## src/rtl/arm_mem_pkg.sv

```systemverilog
// rtl/arm_mem_pkg.sv - shared data-memory constants and SRAM controller state type
package arm_mem_pkg;

   localparam int BASE_ADDR_DEF   = 1024;
   localparam int SRAM_ADDR_W_DEF = 18;

   typedef enum logic [1:0] {
      S_IDLE = 2'd0,
      S_LOW  = 2'd1,
      S_HIGH = 2'd2,
      S_DONE = 2'd3
   } sram_state_e;

endpackage

```

## src/rtl/sram_controller.sv

```systemverilog
// rtl/sram_controller.sv - 32-bit MEM-stage access split into two 16-bit SRAM phases
module sram_controller
   import arm_mem_pkg::*;
#(
   parameter int BASE_ADDR   = BASE_ADDR_DEF,
   parameter int SRAM_ADDR_W = SRAM_ADDR_W_DEF,
   parameter int HALF_CYCLES = 2
)(
   input  logic                   clk,
   input  logic                   rst,
   input  logic                   wr_en,
   input  logic                   rd_en,
   input  logic [31:0]            address,
   input  logic [31:0]            write_data,
   output logic [31:0]            read_data,
   output logic                   ready,
   output logic [SRAM_ADDR_W-1:0] sram_addr,
   output logic [15:0]            sram_dq_out,
   output logic                   sram_dq_oe,
   input  logic [15:0]            sram_dq_in,
   output logic                   sram_we_n
);

   localparam int CNT_W = (HALF_CYCLES > 1) ? $clog2(HALF_CYCLES) : 1;

   sram_state_e            state_q;
   logic [CNT_W-1:0]       cnt_q;
   logic [SRAM_ADDR_W-2:0] word_q;
   logic                   wr_q;
   logic [15:0]            wdata_hi_q;
   logic [31:0]            read_data_q;
   logic [SRAM_ADDR_W-1:0] sram_addr_q;
   logic [15:0]            dq_out_q;
   logic                   dq_oe_q;
   logic                   we_n_q;

   logic [31:0]            offset_d;
   logic [SRAM_ADDR_W-2:0] word_d;
   logic                   req;
   logic                   cnt_last;
   logic                   unused_offset_bits;

   // Word index is taken modulo the SRAM size; byte lane bits are dropped.
   assign offset_d           = address - 32'(BASE_ADDR);
   assign word_d             = offset_d[SRAM_ADDR_W:2];
   assign unused_offset_bits = ^{offset_d[31:SRAM_ADDR_W+1], offset_d[1:0]};
   assign req                = wr_en | rd_en;
   assign cnt_last           = (cnt_q == CNT_W'(HALF_CYCLES - 1));

   always_ff @(posedge clk) begin
      if (rst) begin
         state_q     <= S_IDLE;
         cnt_q       <= '0;
         word_q      <= '0;
         wr_q        <= 1'b0;
         wdata_hi_q  <= '0;
         read_data_q <= '0;
         sram_addr_q <= '0;
         dq_out_q    <= '0;
         dq_oe_q     <= 1'b0;
         we_n_q      <= 1'b1;
      end else begin
         case (state_q)
            S_IDLE: begin
               if (req) begin
                  // Bus outputs are set up here so they are valid from the first LOW cycle.
                  state_q     <= S_LOW;
                  cnt_q       <= '0;
                  word_q      <= word_d;
                  wr_q        <= wr_en;
                  wdata_hi_q  <= write_data[31:16];
                  sram_addr_q <= {word_d, 1'b0};
                  dq_out_q    <= write_data[15:0];
                  dq_oe_q     <= wr_en;
                  we_n_q      <= ~wr_en;
               end
            end
            S_LOW: begin
               if (cnt_last) begin
                  if (!wr_q) read_data_q[15:0] <= sram_dq_in;
                  state_q     <= S_HIGH;
                  cnt_q       <= '0;
                  sram_addr_q <= {word_q, 1'b1};
                  dq_out_q    <= wdata_hi_q;
               end else begin
                  cnt_q <= cnt_q + 1'b1;
               end
            end
            S_HIGH: begin
               if (cnt_last) begin
                  if (!wr_q) read_data_q[31:16] <= sram_dq_in;
                  state_q <= S_DONE;
                  cnt_q   <= '0;
                  dq_oe_q <= 1'b0;
                  we_n_q  <= 1'b1;
               end else begin
                  cnt_q <= cnt_q + 1'b1;
               end
            end
            default: state_q <= S_IDLE;
         endcase
      end
   end

   assign ready       = (state_q == S_DONE) || ((state_q == S_IDLE) && !req);
   assign read_data   = read_data_q;
   assign sram_addr   = sram_addr_q;
   assign sram_dq_out = dq_out_q;
   assign sram_dq_oe  = dq_oe_q;
   assign sram_we_n   = we_n_q;

endmodule

```

## config.mk

```make
export PLATFORM = sky130hd
export DESIGN_NAME = sram_controller
export DESIGN_NICKNAME = d
export VERILOG_FILES = /design/src/rtl/arm_mem_pkg.sv /design/src/rtl/sram_controller.sv
export SDC_FILE = /design/constraint.sdc
export NUM_CORES = 1
export LEC_CHECK = 0
export ABC_AREA = 1
export CAP_MARGIN = 15
export CORE_MARGIN = 2
export CORE_UTILIZATION = 45
export CTS_CLUSTER_SIZE = 24
export DETAILED_ROUTE_END_ITERATION = 6
export PLACE_DENSITY = 0.87
export SLEW_MARGIN = 0
export SYNTH_ARGS = -nofsm -noshare
export SYNTH_HDL_FRONTEND = slang
export SYNTH_SLANG_ARGS = --single-unit
export TNS_END_PERCENT = 5
```

## constraint.sdc

```tcl
create_clock -name clk -period 1.6 [get_ports clk]
set_input_delay 0.16 -clock clk [delete_from_list [all_inputs] [get_ports clk]]
set_output_delay 0.16 -clock clk [all_outputs]
set_load 0.05 [all_outputs]
```

==> out/qor.txt, run 1 <==
width of the die = 103 um
clk root buf = clkbuf_8
via/cell ratio = 4.78
Die Area = 10,600 um^2
worst hold stages = 3
cells on worst reg2reg path = 8
worst-margin pin slew = 0.276 ns
unique cell type count in the Yosys netlist = 24
CTS tree = built
Setup Viol. Count Final = 1
Simple-Gate Fraction of Synth Area = 23.5%
crit end category = primary output
final hold violations = 0
Yosys reg bits = 105
internal power = 5.85 mW
HPWL after detailed placement = 7660 um
failing checks = setup timing
FF-to-FF Start = state_q[1]
Max-Cap Viols = 0
commonest non-fill, non-tap cell in the layout = nor2_1
Starting Density = 45.5%
post-CTS setup buffers = 0
clk slew on worst S/H paths = 0.10 ns
htree depth = 3
clock sinks = 105
GP Congestion = 0.860
Critical R2R Capture = sram_dq_out[0]
WHS Endpoint = wdata_hi_q[2]
setup slack after layout = -0.0000211 ns
Clk pwr share = 14.2%
Hold WC Path Type = in -> reg
most frequent cells in the layout = nor2_1 (136), nand2_1 (116), dfxtp_1 (103)
area share of the largest cell type after synthesis = 47.9%
I/O pin cnt = 153
CP Data Required Time = 1.44 ns
Post-DRT Antenna Nets = 0
Period minus WS final = 1.60 ns
hold path start = write_data[18]
mux contribution to synthesized area = 0%
initial drt markers = 169
status = finished, violations left
vias in the first global route = 3,941
CTS max path bufs = 2
critical path class = reg -> out
Worst setup SP type = flip-flop
Sw Ratio = 45.5%
flop2flop setup slack = 0.10 ns
total track usage = 20.7%
dominant cells by area after synthesis = dfxtp_1 (48%), o21ai_0 (12%), nor2_1 (12%)
slew margin rel. = 81.6%
sequential share of power = 35.7%
# hold bufs at CTS = 0
largest family of logic cells by synthesized area = simple AND/OR/NAND/NOR gates
WL/cell = 12.1 um
DRT Wirelength = 10,900 um
Core Region = 9640 um^2
FP Rows = 36
Synth Area in Compound Gates = 17.4%
Util after Layout = 62.5%
diode count = 0
largest net degree at the start of global routing = 59
combinational share of power = 50.1%
Die Ht = 103 um
Final Net Count = 848
initial antenna violation count = 0
drt pass-1 iters = 6
Tcrit/Tclk final = 100%
post-synthesis instance area = 4390 um^2
Overall Power = 10.7 mW
Pins Over Slew Limit = 0
worst-skew pair later-pin latency = 0.36 ns
post-synthesis sequential area ratio = 47.9%
NetSw = 4.88 mW
Post-Synth XOR/XNOR Area = 0.399%
Leak = 2.75 nW
syn_nets = 720
Synth Area in Adders = 1.42%
DR DRC count = 0
global-route wire length before repair = 17,500 um
total gr overflow = 0
Warnings, synthesis = 0
peak supply drop = 1160 uV
clock skew = 0.0133 ns
# port buffers = 137
share of post-route cells with drive strength above 1 = 15.1%
Setup TNS = -0.0000211 ns
worst-path fanout max = 5
area leader, netlist = dfxtp_1
pwr dens = 1780 nW/um^2
RSZ-0062 raised after global routing = true
P&R area growth vs syn = 37.1%
FMAX = 625 MHz
syn avg cell area = 6.96 um^2
CP Data Arrival Time = 1.44 ns
Synth Instances = 631
CTS buffer count = 9
routed vias = 4,274
timing repair:
item,CTS,global route
cloned,0,0
endpoints found under the setup margin,31,36
gates resized for setup,6,19
logic make-up after synthesis:
| kind of cell | Yosys count |
|---|---|
| and+or+nand+nor | 267 |
| AOI/OAI and AO/OA | 151 |
| DFF | 105 |
| buffers and inverters | 101 |
| adders and majority gates | 5 |
| xor gates and xnor gates | 2 |
cells in the mapped netlist:
master,number
dfxtp_1,105
or2_2,2
nand2_1,117
buf_6,1
clkbuf_1,18
nand3_1,9
o21a_2,1
clkbuf_2,1
ha_1,5
inv_2,4
buf_4,2
xnor2_1,2
o21ai_1,2
nor3_1,1
a211oi_1,1
nand4_1,1
a31oi_1,1
o21ai_0,102
a21oi_1,43
inv_1,61
buf_2,14
nand2_4,1
o21bai_1,1
nor2_1,136
metrics by stage:
| stage | hold WS, ns | cell area [um^2] | std cells | worst slack, ns |
|---|---|---|---|---|
| floorplan | 0.250 | 4390 | 631 | 0.146 |
| global placement | 0.430 | 5770 | 881 | -0.0483 |
| detailed placement | 0.435 | 5770 | 881 | -0.169 |
| CTS | 0.399 | 5970 | 895 | -0.145 |
| global route | 0.401 | 6020 | 895 | -0.0678 |
| finish | 0.409 | 6020 | 895 | -0.0000211 |
worst max path at each step:
stage | start | end | slack, ns | cells past startpoint
2_1_floorplan | state_q[0] | cnt_last | 0.15 | 6
3_3_place_gp | state_q[1] | sram_addr[13] | -0.05 | 8
3_5_place_dp | state_q[1] | sram_addr[12] | -0.17 | 8
4_1_cts | state_q[1] | ready | -0.15 | 6
5_1_grt | state_q[0] | ready | -0.07 | 6
6_report | state_q[0] | ready | -0.00002 | 6
power by group through the flow:
stage / Sequential, mW / Combinational, mW / Clock (mW)
final: 3.83 / 5.37 / 1.52
after global placement: 3.83 / 5.12 / 0
after global routing: 3.92 / 5.92 / 1.67
after floorplan: 5.29 / 2.27 / 0
after CTS: 3.82 / 5.30 / 1.55
after detailed placement: 3.87 / 5.26 / 0
area by class of cell:
cell class	instances	area, um^2
clock buffer	12	165
clock inverter	2	13.8
fill	853	3620
inverter	65	251
multi-input combinational	425	1920
sequential	105	2110
tap	133	166
timing repair buffer	153	1400
routing by layer:
| layer | routed length (um) | up-vias | track usage, % |
|---|---|---|---|
| met4 | 218 | 0 | 7.79 |
| met3 | 568 | 15 | 5.36 |
| met1 | 4510 | 1913 | 24.6 |
| met5 | 0 | - | 0 |
| met2 | 5560 | 111 | 36.1 |
| li1 | - | 2235 | - |
sequential cells by signal, summed over array words and instances, names as in the netlist:
register and flops:
cnt_last 1, read_data 32, sram_addr 18, sram_dq_oe 1
sram_dq_out 16, sram_we_n 1, state_q 2, wdata_hi_q 16
word_q 17, wr_q 1
critical path: stages (launching register included):
cell	delay, ns
dfxtp_4	0.38
inv_2	0.09
ha_4	0.17
nand3_4	0.09
buf_6	0.15
nand2_4	0.07
buf_12	0.13
Power figures use the tool's default switching activity.
==> run 2: changes to the inputs <==
--- a/config.mk
+++ b/config.mk
@@ -12,6 +12,7 @@
 export CTS_CLUSTER_SIZE = 24
 export DETAILED_ROUTE_END_ITERATION = 6
 export PLACE_DENSITY = 0.87
+export SKIP_LAST_GASP = 1
 export SLEW_MARGIN = 0
 export SYNTH_ARGS = -nofsm -noshare
 export SYNTH_HDL_FRONTEND = slang
==> out/qor.txt, run 2 (synthesis gave the netlist of run 1 again) <==
initial antenna violation count = 0
total track usage = 20.7%
Period minus WS final = 1.60 ns
Crit-path slowest cell = dfxtp_4
I/O pin cnt = 153
peak supply drop = 1160 uV
Core Region = 9640 um^2
post-CTS setup buffers = 0
routed vias = 4,286
initial drt markers = 157
max reg flops = 32
htree depth = 3
Pins Over Slew Limit = 0
worst-path fanout max = 5
slew margin rel. = 78.9%
CTS buffer count = 9
total gr overflow = 0
RSZ-0062 raised after global routing = true
share of post-route cells with drive strength above 1 = 15.1%
worst-margin pin slew = 0.317 ns
Setup Viol. Count Final = 0
WL/cell = 12.2 um
status = completed
clk root buf = clkbuf_8
GP Congestion = 0.860
Hold WC Path Type = in -> reg
commonest non-fill, non-tap cell in the layout = nor2_1
setup slack after layout = 0.00398 ns
Non-Filler Instances = 895
final hold violations = 0
worst path bufs/invs = 3
CP Data Required Time = 1.44 ns
via/cell ratio = 4.79
CP Data Arrival Time = 1.44 ns
Min Hold Slack = 0.408 ns
Worst setup SP type = flip-flop
Die Ht = 103 um
Final Net Count = 848
width of the die = 103 um
CTS max path bufs = 2
largest net degree at the start of global routing = 59
FMAX = 627 MHz
Leak = 2.75 nW
# port buffers = 137
pwr dens = 1780 nW/um^2
CP cell instances = inv_2 > ha_4 > nand3_4 > buf_6 > nand2_4 > buf_12
clk slew on worst S/H paths = 0.10 ns
HPWL after detailed placement = 7660 um
crit end category = primary output
clock skew = 0.0131 ns
CP peak stage delay = 0.37 ns
Post-DRT Antenna Nets = 0
diode count = 0
Max-Cap Viols = 0
Util after Layout = 62.4%
dpl ws = -0.169 ns
FP Rows = 36
worst-skew pair later-pin latency = 0.36 ns
Tcrit/Tclk final = 99.8%
CTS tree = built
Starting Density = 45.5%
clock sinks = 105
Placed Cells = 881
critical path class = reg -> out
Die Area = 10,600 um^2
drt pass-1 iters = 4
P&R area growth vs syn = 37.0%
most frequent cells in the layout = nor2_1 (136), nand2_1 (116), dfxtp_1 (103)
global-route wire length before repair = 17,500 um
DR DRC count = 0
vias in the first global route = 3,940
DRT Wirelength = 10,900 um
Largest delay share family, worst path = flip-flops
run 2: changes by cell type in the layout (fill, tap and decap cells not counted):
cell / before / now
o21ai_1: 8 / 5
inv_6: 1 / 0
buf_6: 2 / 1
buf_4: 77 / 78
inv_4: 1 / 2
o21ai_0: 96 / 99
run 2: through the flow:
step                      setup TNS, ns  instance area, um^2  power [mW]
final                                 0                 6010        10.7
after global routing             -0.454                 6010        11.5
after CTS                         -1.71                 5960        10.7
after detailed placement          -3.36                 5770        9.13
after global placement           -0.512                 5770        8.95
after floorplan                       0                 4390        7.55
run 2: worst paths after layout:
check / from / to / slack, ns / depth (start not counted)
min reg2reg: read_data[27] / read_data[27] / 0.45 / 2
max reg2reg: state_q[1] / sram_addr[2] / 0.05 / 9
min: write_data[18] / wdata_hi_q[2] / 0.41 / 3
max: state_q[0] / ready / 0.004 / 6
run 2: area by class of cell:
class / count / area [um^2]
clock buffers: 12 / 165
multi-input cells: 425 / 1920
repair buffers: 153 / 1390
fillers: 854 / 3620
inverters: 65 / 249
clock inverters: 2 / 13.8
flip-flops and latches: 105 / 2110
well taps: 133 / 166
run 2: where the power goes:
part | switching [mW] | internal, mW
Sequential | 0.419 | 3.41
Combinational | 3.61 | 1.74
Clock | 0.848 | 0.678
Total | 4.88 | 5.83
run 2: worst reg2reg max path, delay by kind of cell (launching register included):
family / cells / cell delay [ns]
simple gates: 3 / 0.19
buf+inv: 4 / 0.55
compound gates: 1 / 0.18
flops: 1 / 0.36
fa+ha+maj: 1 / 0.16
run 2: timing repair:
| action | 4_1_cts | 5_1_grt |
|---|---|---|
| hold buffers | 0 | 0 |
| setup endpoints to repair | 31 | 36 |
| gates cloned | 0 | 0 |
| gates resized for setup | 5 | 15 |
| pin swaps | 0 | 0 |
run 2: metal layers:
layer	global-route usage, %	routed length (um)	share of wire (%)
met5	0	0	0
met1	24.6	4610	42
met4	7.79	248	2.3
met2	36.1	5440	50
met3	5.36	575	5.3
